$ cat config.mk
export PLATFORM = sky130hd
export DESIGN_NAME = lru_access_ctrl_lv1_flat
export DESIGN_NICKNAME = d
export VERILOG_FILES = /design/src/rtl/lru_access_ctrl_lv1_pkg.sv /design/src/rtl/lru_access_ctrl_lv1_if.sv /design/src/rtl/lru_access_ctrl_lv1_invalid_way_pick.sv /design/src/rtl/lru_access_ctrl_lv1.sv /design/src/flat_wrapper.sv
export SDC_FILE = /design/constraint.sdc
export NUM_CORES = 1
export LEC_CHECK = 0
export BUFFER_PORTS_ARGS = -buffer_cell sky130_fd_sc_hd__buf_2
export CORE_UTILIZATION = 45
export DETAILED_ROUTE_END_ITERATION = 7
export HOLD_SLACK_MARGIN = 0.06
export PLACE_DENSITY = 0.75
export SETUP_SLACK_MARGIN = 0.05
export SLEW_MARGIN = 40
export SYNTH_ARGS = -nofsm -noshare
export SYNTH_HDL_FRONTEND = slang
export SYNTH_SLANG_ARGS = --single-unit
$ cat constraint.sdc
create_clock -name clk -period 2.9 [get_ports clk]
set_clock_uncertainty 0.05 [all_clocks]
set_input_delay 0.58 -clock clk [delete_from_list [all_inputs] [get_ports clk]]
set_output_delay 0.58 -clock clk [all_outputs]
set_load 0.02 [all_outputs]
$ cat src/rtl/lru_access_ctrl_lv1_pkg.sv
// Shared types and constants for the L1 LRU access front-end.
// The state enum is shared so the bench can decode the debug state output.
package lv1_lru_pkg;

    localparam int LV1_NUM_WAYS  = 4;
    localparam int LV1_ASSOC_WID = 2;

    // blk_accessed_main encodings understood by the pseudo-LRU block
    localparam logic [2:0] LRU_CMD_CLEAR     = 3'b100;
    localparam logic       LRU_CMD_TOUCH_MSB = 1'b0;

    typedef enum logic [2:0] {
        INIT       = 3'd0,
        IDLE       = 3'd1,
        TOUCH      = 3'd2,
        VICTIM     = 3'd3,
        WAIT_FILL  = 3'd4,
        FILL_TOUCH = 3'd5
    } lv1_state_e;

endpackage

$ cat src/rtl/lru_access_ctrl_lv1_if.sv
// Bus between the L1 cache controller / LRU block and the LRU access front-end.
// Handshake: an access transfers on a rising edge where access_valid && ready;
// the controller holds access_valid and its fields stable until that edge.
interface lru_access_ctrl_lv1_if #(
    parameter int IDX_W     = 2,
    parameter int ASSOC_WID = 2
);
    logic                 access_valid;
    logic                 access_hit;
    logic [IDX_W-1:0]     access_index;
    logic [ASSOC_WID-1:0] access_way;
    logic [3:0]           set_valid;
    logic                 fill_done;
    logic [ASSOC_WID-1:0] lru_replacement_proc;
    logic                 ready;
    logic                 victim_valid;
    logic [ASSOC_WID-1:0] victim_way;
    logic [IDX_W-1:0]     index_proc;
    logic [2:0]           blk_accessed_main;
    logic                 lru_upd_en;

    modport slave (
        input  access_valid, access_hit, access_index, access_way,
        input  set_valid, fill_done, lru_replacement_proc,
        output ready, victim_valid, victim_way, index_proc,
        output blk_accessed_main, lru_upd_en
    );

    modport master (
        output access_valid, access_hit, access_index, access_way,
        output set_valid, fill_done, lru_replacement_proc,
        input  ready, victim_valid, victim_way, index_proc,
        input  blk_accessed_main, lru_upd_en
    );
endinterface

$ cat src/rtl/lru_access_ctrl_lv1_invalid_way_pick.sv
// Priority encoder: reports whether any way of a set is invalid and which
// invalid way has the lowest number.
module lv1_invalid_way_pick
    import lv1_lru_pkg::*;
#(
    parameter int ASSOC_WID = LV1_ASSOC_WID
) (
    input  logic [LV1_NUM_WAYS-1:0] i_set_valid,
    output logic                    o_any_invalid,
    output logic [ASSOC_WID-1:0]    o_way
);

    assign o_any_invalid = ~(&i_set_valid);

    // Scan from the top so the lowest invalid way is the last one written.
    always_comb begin
        o_way = '0;
        for (int w = LV1_NUM_WAYS - 1; w >= 0; w--) begin
            if (!i_set_valid[w]) o_way = ASSOC_WID'(w);
        end
    end

endmodule

$ cat src/rtl/lru_access_ctrl_lv1.sv
// L1 LRU access front-end: sweeps all sets clear at init, turns hit/miss
// events into touch commands and picks a victim on a miss.
module lru_access_ctrl_lv1
    import lv1_lru_pkg::*;
#(
    parameter int ASSOC_WID   = LV1_ASSOC_WID,
    parameter int INDEX_MSB   = 1,
    parameter int INDEX_LSB   = 0,
    parameter int NUM_OF_SETS = 4
) (
    input  logic                  clk,
    input  logic                  rst,
    lru_access_ctrl_lv1_if.slave  bus,
    output lv1_state_e            o_dbg_state
);

    localparam int IDX_W = INDEX_MSB - INDEX_LSB + 1;
    localparam logic [IDX_W-1:0] LAST_SET = IDX_W'(NUM_OF_SETS - 1);

    lv1_state_e           r_state;
    lv1_state_e           w_next;
    logic [IDX_W-1:0]     r_cnt;
    logic [IDX_W-1:0]     r_idx;
    logic [ASSOC_WID-1:0] r_way;
    logic [ASSOC_WID-1:0] r_victim;
    logic [2:0]           r_blk_last;
    logic [2:0]           w_blk;
    logic                 w_ready;
    logic                 w_upd_en;
    logic                 w_victim_valid;
    logic                 w_accept;
    logic                 w_any_invalid;
    logic [ASSOC_WID-1:0] w_low_invalid;
    logic [ASSOC_WID-1:0] w_victim_sel;

    lv1_invalid_way_pick #(.ASSOC_WID(ASSOC_WID)) u_pick (
        .i_set_valid   (bus.set_valid),
        .o_any_invalid (w_any_invalid),
        .o_way         (w_low_invalid)
    );

    assign w_accept     = bus.access_valid && (r_state == IDLE);
    assign w_victim_sel = w_any_invalid ? w_low_invalid : bus.lru_replacement_proc;

    always_ff @(posedge clk or posedge rst) begin
        if (rst) r_state <= INIT;
        else     r_state <= w_next;
    end

    always_comb begin
        w_next         = r_state;
        w_blk          = r_blk_last;
        w_ready        = 1'b0;
        w_upd_en       = 1'b0;
        w_victim_valid = 1'b0;
        case (r_state)
            INIT: begin
                w_blk    = LRU_CMD_CLEAR;
                w_upd_en = 1'b1;
                if (r_cnt == LAST_SET) w_next = IDLE;
            end
            IDLE: begin
                w_ready = 1'b1;
                if (w_accept) w_next = bus.access_hit ? TOUCH : VICTIM;
            end
            TOUCH: begin
                w_blk    = {LRU_CMD_TOUCH_MSB, r_way};
                w_upd_en = 1'b1;
                w_next   = IDLE;
            end
            VICTIM: begin
                w_next = WAIT_FILL;
            end
            WAIT_FILL: begin
                w_victim_valid = 1'b1;
                if (bus.fill_done) w_next = FILL_TOUCH;
            end
            FILL_TOUCH: begin
                w_blk    = {LRU_CMD_TOUCH_MSB, r_victim};
                w_upd_en = 1'b1;
                w_next   = IDLE;
            end
            default: w_next = INIT;
        endcase
    end

    // r_idx follows the sweep counter so IDLE keeps showing the last set cleared.
    always_ff @(posedge clk or posedge rst) begin
        if (rst) begin
            r_cnt      <= '0;
            r_idx      <= '0;
            r_way      <= '0;
            r_victim   <= '0;
            r_blk_last <= LRU_CMD_CLEAR;
        end else begin
            r_blk_last <= w_blk;
            if (r_state == INIT) begin
                r_cnt <= (r_cnt == LAST_SET) ? '0 : r_cnt + 1'b1;
                r_idx <= r_cnt;
            end
            if (w_accept) begin
                r_idx <= bus.access_index;
                r_way <= bus.access_way;
            end
            if (r_state == VICTIM) r_victim <= w_victim_sel;
        end
    end

    assign bus.ready             = w_ready;
    assign bus.victim_valid      = w_victim_valid;
    assign bus.victim_way        = r_victim;
    assign bus.index_proc        = (r_state == INIT) ? r_cnt : r_idx;
    assign bus.blk_accessed_main = w_blk;
    assign bus.lru_upd_en        = w_upd_en;
    assign o_dbg_state           = r_state;

endmodule

$ cat src/flat_wrapper.sv
// flat-port wrapper written by rule: the top's interface ports become plain ports
module lru_access_ctrl_lv1_flat import lv1_lru_pkg::*;
#(
    parameter int ASSOC_WID   = LV1_ASSOC_WID,
    parameter int INDEX_MSB   = 1,
    parameter int INDEX_LSB   = 0,
    parameter int NUM_OF_SETS = 4
)
  (clk, rst, o_dbg_state, bus_access_valid, bus_access_hit, bus_access_index, bus_access_way, bus_set_valid, bus_fill_done, bus_lru_replacement_proc, bus_ready, bus_victim_valid, bus_victim_way, bus_index_proc, bus_blk_accessed_main, bus_lru_upd_en);
  lru_access_ctrl_lv1_if #(.IDX_W((2)), .ASSOC_WID(ASSOC_WID)) bus_i ();
  input  logic clk;
  input  logic rst;
  output lv1_state_e o_dbg_state;
  input wire logic [$bits(bus_i.access_valid)-1:0] bus_access_valid;
  input wire logic [$bits(bus_i.access_hit)-1:0] bus_access_hit;
  input wire logic [$bits(bus_i.access_index)-1:0] bus_access_index;
  input wire logic [$bits(bus_i.access_way)-1:0] bus_access_way;
  input wire logic [$bits(bus_i.set_valid)-1:0] bus_set_valid;
  input wire logic [$bits(bus_i.fill_done)-1:0] bus_fill_done;
  input wire logic [$bits(bus_i.lru_replacement_proc)-1:0] bus_lru_replacement_proc;
  output wire logic [$bits(bus_i.ready)-1:0] bus_ready;
  output wire logic [$bits(bus_i.victim_valid)-1:0] bus_victim_valid;
  output wire logic [$bits(bus_i.victim_way)-1:0] bus_victim_way;
  output wire logic [$bits(bus_i.index_proc)-1:0] bus_index_proc;
  output wire logic [$bits(bus_i.blk_accessed_main)-1:0] bus_blk_accessed_main;
  output wire logic [$bits(bus_i.lru_upd_en)-1:0] bus_lru_upd_en;
  assign bus_i.access_valid = bus_access_valid;
  assign bus_i.access_hit = bus_access_hit;
  assign bus_i.access_index = bus_access_index;
  assign bus_i.access_way = bus_access_way;
  assign bus_i.set_valid = bus_set_valid;
  assign bus_i.fill_done = bus_fill_done;
  assign bus_i.lru_replacement_proc = bus_lru_replacement_proc;
  assign bus_ready = bus_i.ready;
  assign bus_victim_valid = bus_i.victim_valid;
  assign bus_victim_way = bus_i.victim_way;
  assign bus_index_proc = bus_i.index_proc;
  assign bus_blk_accessed_main = bus_i.blk_accessed_main;
  assign bus_lru_upd_en = bus_i.lru_upd_en;
  lru_access_ctrl_lv1 #(.ASSOC_WID(ASSOC_WID), .INDEX_MSB(INDEX_MSB), .INDEX_LSB(INDEX_LSB), .NUM_OF_SETS(NUM_OF_SETS)) u_core (.clk(clk), .rst(rst), .bus(bus_i), .o_dbg_state(o_dbg_state));
endmodule
==> results.cfg <==
[status]
status = completed

[synth]
syn_inst = 59
ys_seq_elements = 14
synth_adder_area_share_pct = 1.74
synth_top_family_by_area = multiplexers
synth_cell_types = 30
synth-simple-area-share_pct = 14.9
ys.warnings.count = 0
synthMuxAreaShare_pct = 18.8
synth_compound_area_share_pct = 11.5
yosysSeqAreaShare_pct = 48.8
synth_nets = 75
yosysTopAreaCellShare_pct = 45.1
synth-xor-area-share_pct = 0
syn_area_per_cell_um2 = 12.2
synth_area_leader_cell = dfrtp_1
synthTopCellsByArea = dfrtp_1 (45%), mux2_4 (8.3%), mux2i_1 (4.2%)
syn_area_um2 = 721

[power_and_ir_drop]
finalPower_mw = 1.22
netSwitchingPower_uw = 531
powerDensity_mw_per_mm2 = 1360
p_int_uw = 688
seqPwrFrac_pct = 33.9
ir_worst_vdd_uv = 488
combinationalPowerShare_pct = 54.3
p_leak_nw = 0.464
swShare_pct = 43.6
p_clk_share_pct = 11.8

[critical_path]
cp-endpoint = bus_index_proc[1]
crit_chain = nor3_4 -> mux2_4 -> buf_2
slowest_delay_ns = 0.54
slowest_stage = dfrtp_1
worst-setup-path-type = reg2out
r2r_cells = 3
reg2reg_from = u_core.o_dbg_state[2]$_DFFE_PP0P_
worstSetupStartpointType = register
critPathLaunch = u_core.o_dbg_state[2]$_DFFE_PP0P_
crit_required_ns = 2.27
r2r-end = u_core.r_idx[1]$_DFF_PP0_
worst_setup_path_end_kind = primary output
reg2reg_setup_slack_ns = 1.23
cp_max_fo = 12
cp.arrival_ns = 1.70

[die]
start_util_pct = 47.8
dieWidth_um = 42.0
top_level_ports = 28
num_rows = 14
die_h_um = 42.0
core_region_area_mm2 = 0.00151
die-area_mm2 = 0.00177

[route]
dr.pass1.iters = 2
ant_nets = 0
drt_wl_total_um = 1390
wl_per_cell_um = 13.3
drtIter0Drc = 1
vias_per_cell = 5.29
drc = 0
vias = 550

[sta]
hold_viol_final = 0
setup_ws_ns = 0.572
max_freq_mhz = 430
setup_viol = 0
post-route-min-period_ns = 2.33
tightest_slew_ns = 0.516
fin_crit_sh_pct = 80.3
slew_headroom_pct = 65.5
hold_slack_ns = 0.257
setup_tns_ns = 0
drv_slew = 0
rsz0062_at_grt = no

[clock_network]
cts_buffers = 3
clkLatencyLatePin_ns = 0.29
cts_tree = done
clk_pin_slew_ns = 0.09
postCtsHoldBufs = 0
htreeDepth = 1
cts_sinks = 14
cts_buffer_depth = 2
post_cts_buffers = 0
cts_root_buffer = clkbuf_4
post_cts_resized = 0

[min_path]
hp-class = in2async

[layout]
n_fill_cell = 127
diodes = 0
fin_cells = 104
final_common_cell = buf_2
most-common-layout-cells = buf_2 (27), dfrtp_1 (13), inv_1 (4), mux2_4 (4)
final_nets = 105
syn2layout_area_growth_pct = 24.3
drive_gt1_share_pct = 47.7

[place]
place_ws_ns = 0.880
port_buffers = 27
hpwlAfterDp_um = 1060
place.gp.congestion = 0.695
place_inst = 100

[global_route]
grt_first_pass_wirelength_um = 2330
grt_usage_pct = 17.8
antenna_found_initial = 0
grt_pass1_vias = 550
grt_max_degree = 15
grt.overflow.total = 0

[job]
maxCapViolCount = 0
kinds of logic (layout without fill, tap and decap cells):
family	count (synthesis)	in the layout
fa+ha+maj	1	1
mux	11	11
simple gates	15	15
flops	14	14
compound gates	12	12
buf+inv	6	35
power by group through the flow:
stage / clock (mW) / sequential, mW / combinational, mW
5_1_grt: 0.157 / 0.430 / 0.714
3_5_place_dp: 0 / 0.414 / 0.669
6_report: 0.144 / 0.414 / 0.662
2_1_floorplan: 0 / 0.405 / 0.509
4_1_cts: 0.145 / 0.413 / 0.669
3_3_place_gp: 0 / 0.408 / 0.649
area by class of cell:
class                           instances  area (um2)  share of cell area (%)
Clock buffer                            4        36.3                    4.05
Sequential cell                        14         352                    39.2
Tap cell                               16        20.0                    2.23
Multi-Input combinational cell         39         338                    37.7
Inverter                                4        15.0                    1.68
Timing Repair Buffer                   27         135                    15.1
state kept, by name, indices dropped and copies added, names as in the netlist:
register,cells
u_core.o_dbg_state,3
u_core.r_blk_last,3
u_core.bus.victim_way,2
u_core.r_cnt,2
u_core.r_idx,2
u_core.r_way,2
routing by layer:
layer	up-vias	track usage (%)	wire, um
li1	270	-	-
met1	264	22.5	648
met2	12	25.6	647
met3	4	6.90	67
met4	0	11.3	24
met5	-	0	0
Yosys cell counts:
cell type,number
a21boi_0,1
nor2b_2,1
a31oi_1,1
nand2_2,1
mux2_1,2
mux2_2,2
buf_6,1
nand2b_1,3
nor3_4,1
ha_1,1
dfrtp_1,13
dfstp_2,1
mux2i_1,3
o21a_1,1
mux2_4,4
nand2_1,3
o21ai_0,1
a21oi_1,2
o21bai_1,1
o22ai_1,1
a221oi_1,2
o211ai_1,1
nor2_1,2
buf_2,1
nor3b_1,1
inv_1,4
nor3_1,1
o31ai_1,1
nor3b_4,1
nand3b_1,1
worst min-delay path by stage:
stage	slack (ns)	to	start	depth (start not counted)
2_1_floorplan	0.42	u_core.bus.victim_way[0]$_DFFE_PP0P_	rst	1
3_3_place_gp	0.43	u_core.r_blk_last[2]$_DFF_PP1_	u_core.r_blk_last[2]$_DFF_PP1_	2
3_5_place_dp	0.44	u_core.r_blk_last[2]$_DFF_PP1_	u_core.r_blk_last[2]$_DFF_PP1_	2
4_1_cts	0.28	u_core.r_idx[1]$_DFF_PP0_	rst	2
5_1_grt	0.29	u_core.r_cnt[1]$_DFFE_PP0P_	rst	2
6_report	0.26	u_core.r_idx[1]$_DFF_PP0_	rst	2
critical path, delay by kind of cell (launching register included):
kind | cells | cell delay [ns]
and+or+nand+nor | 1 | 0.37
muxes | 1 | 0.34
DFF | 1 | 0.54
buffers and inverters | 1 | 0.16
stage by stage:
stage | area, um2 | utilization [%]
2_1_floorplan | 721 | -
3_3_place_gp | 860 | 57.1
3_5_place_dp | 860 | 57.1
4_1_cts | 896 | 59.5
5_1_grt | 896 | 59.5
6_report | 896 | 59.5
(Power assumes the default switching activity.)
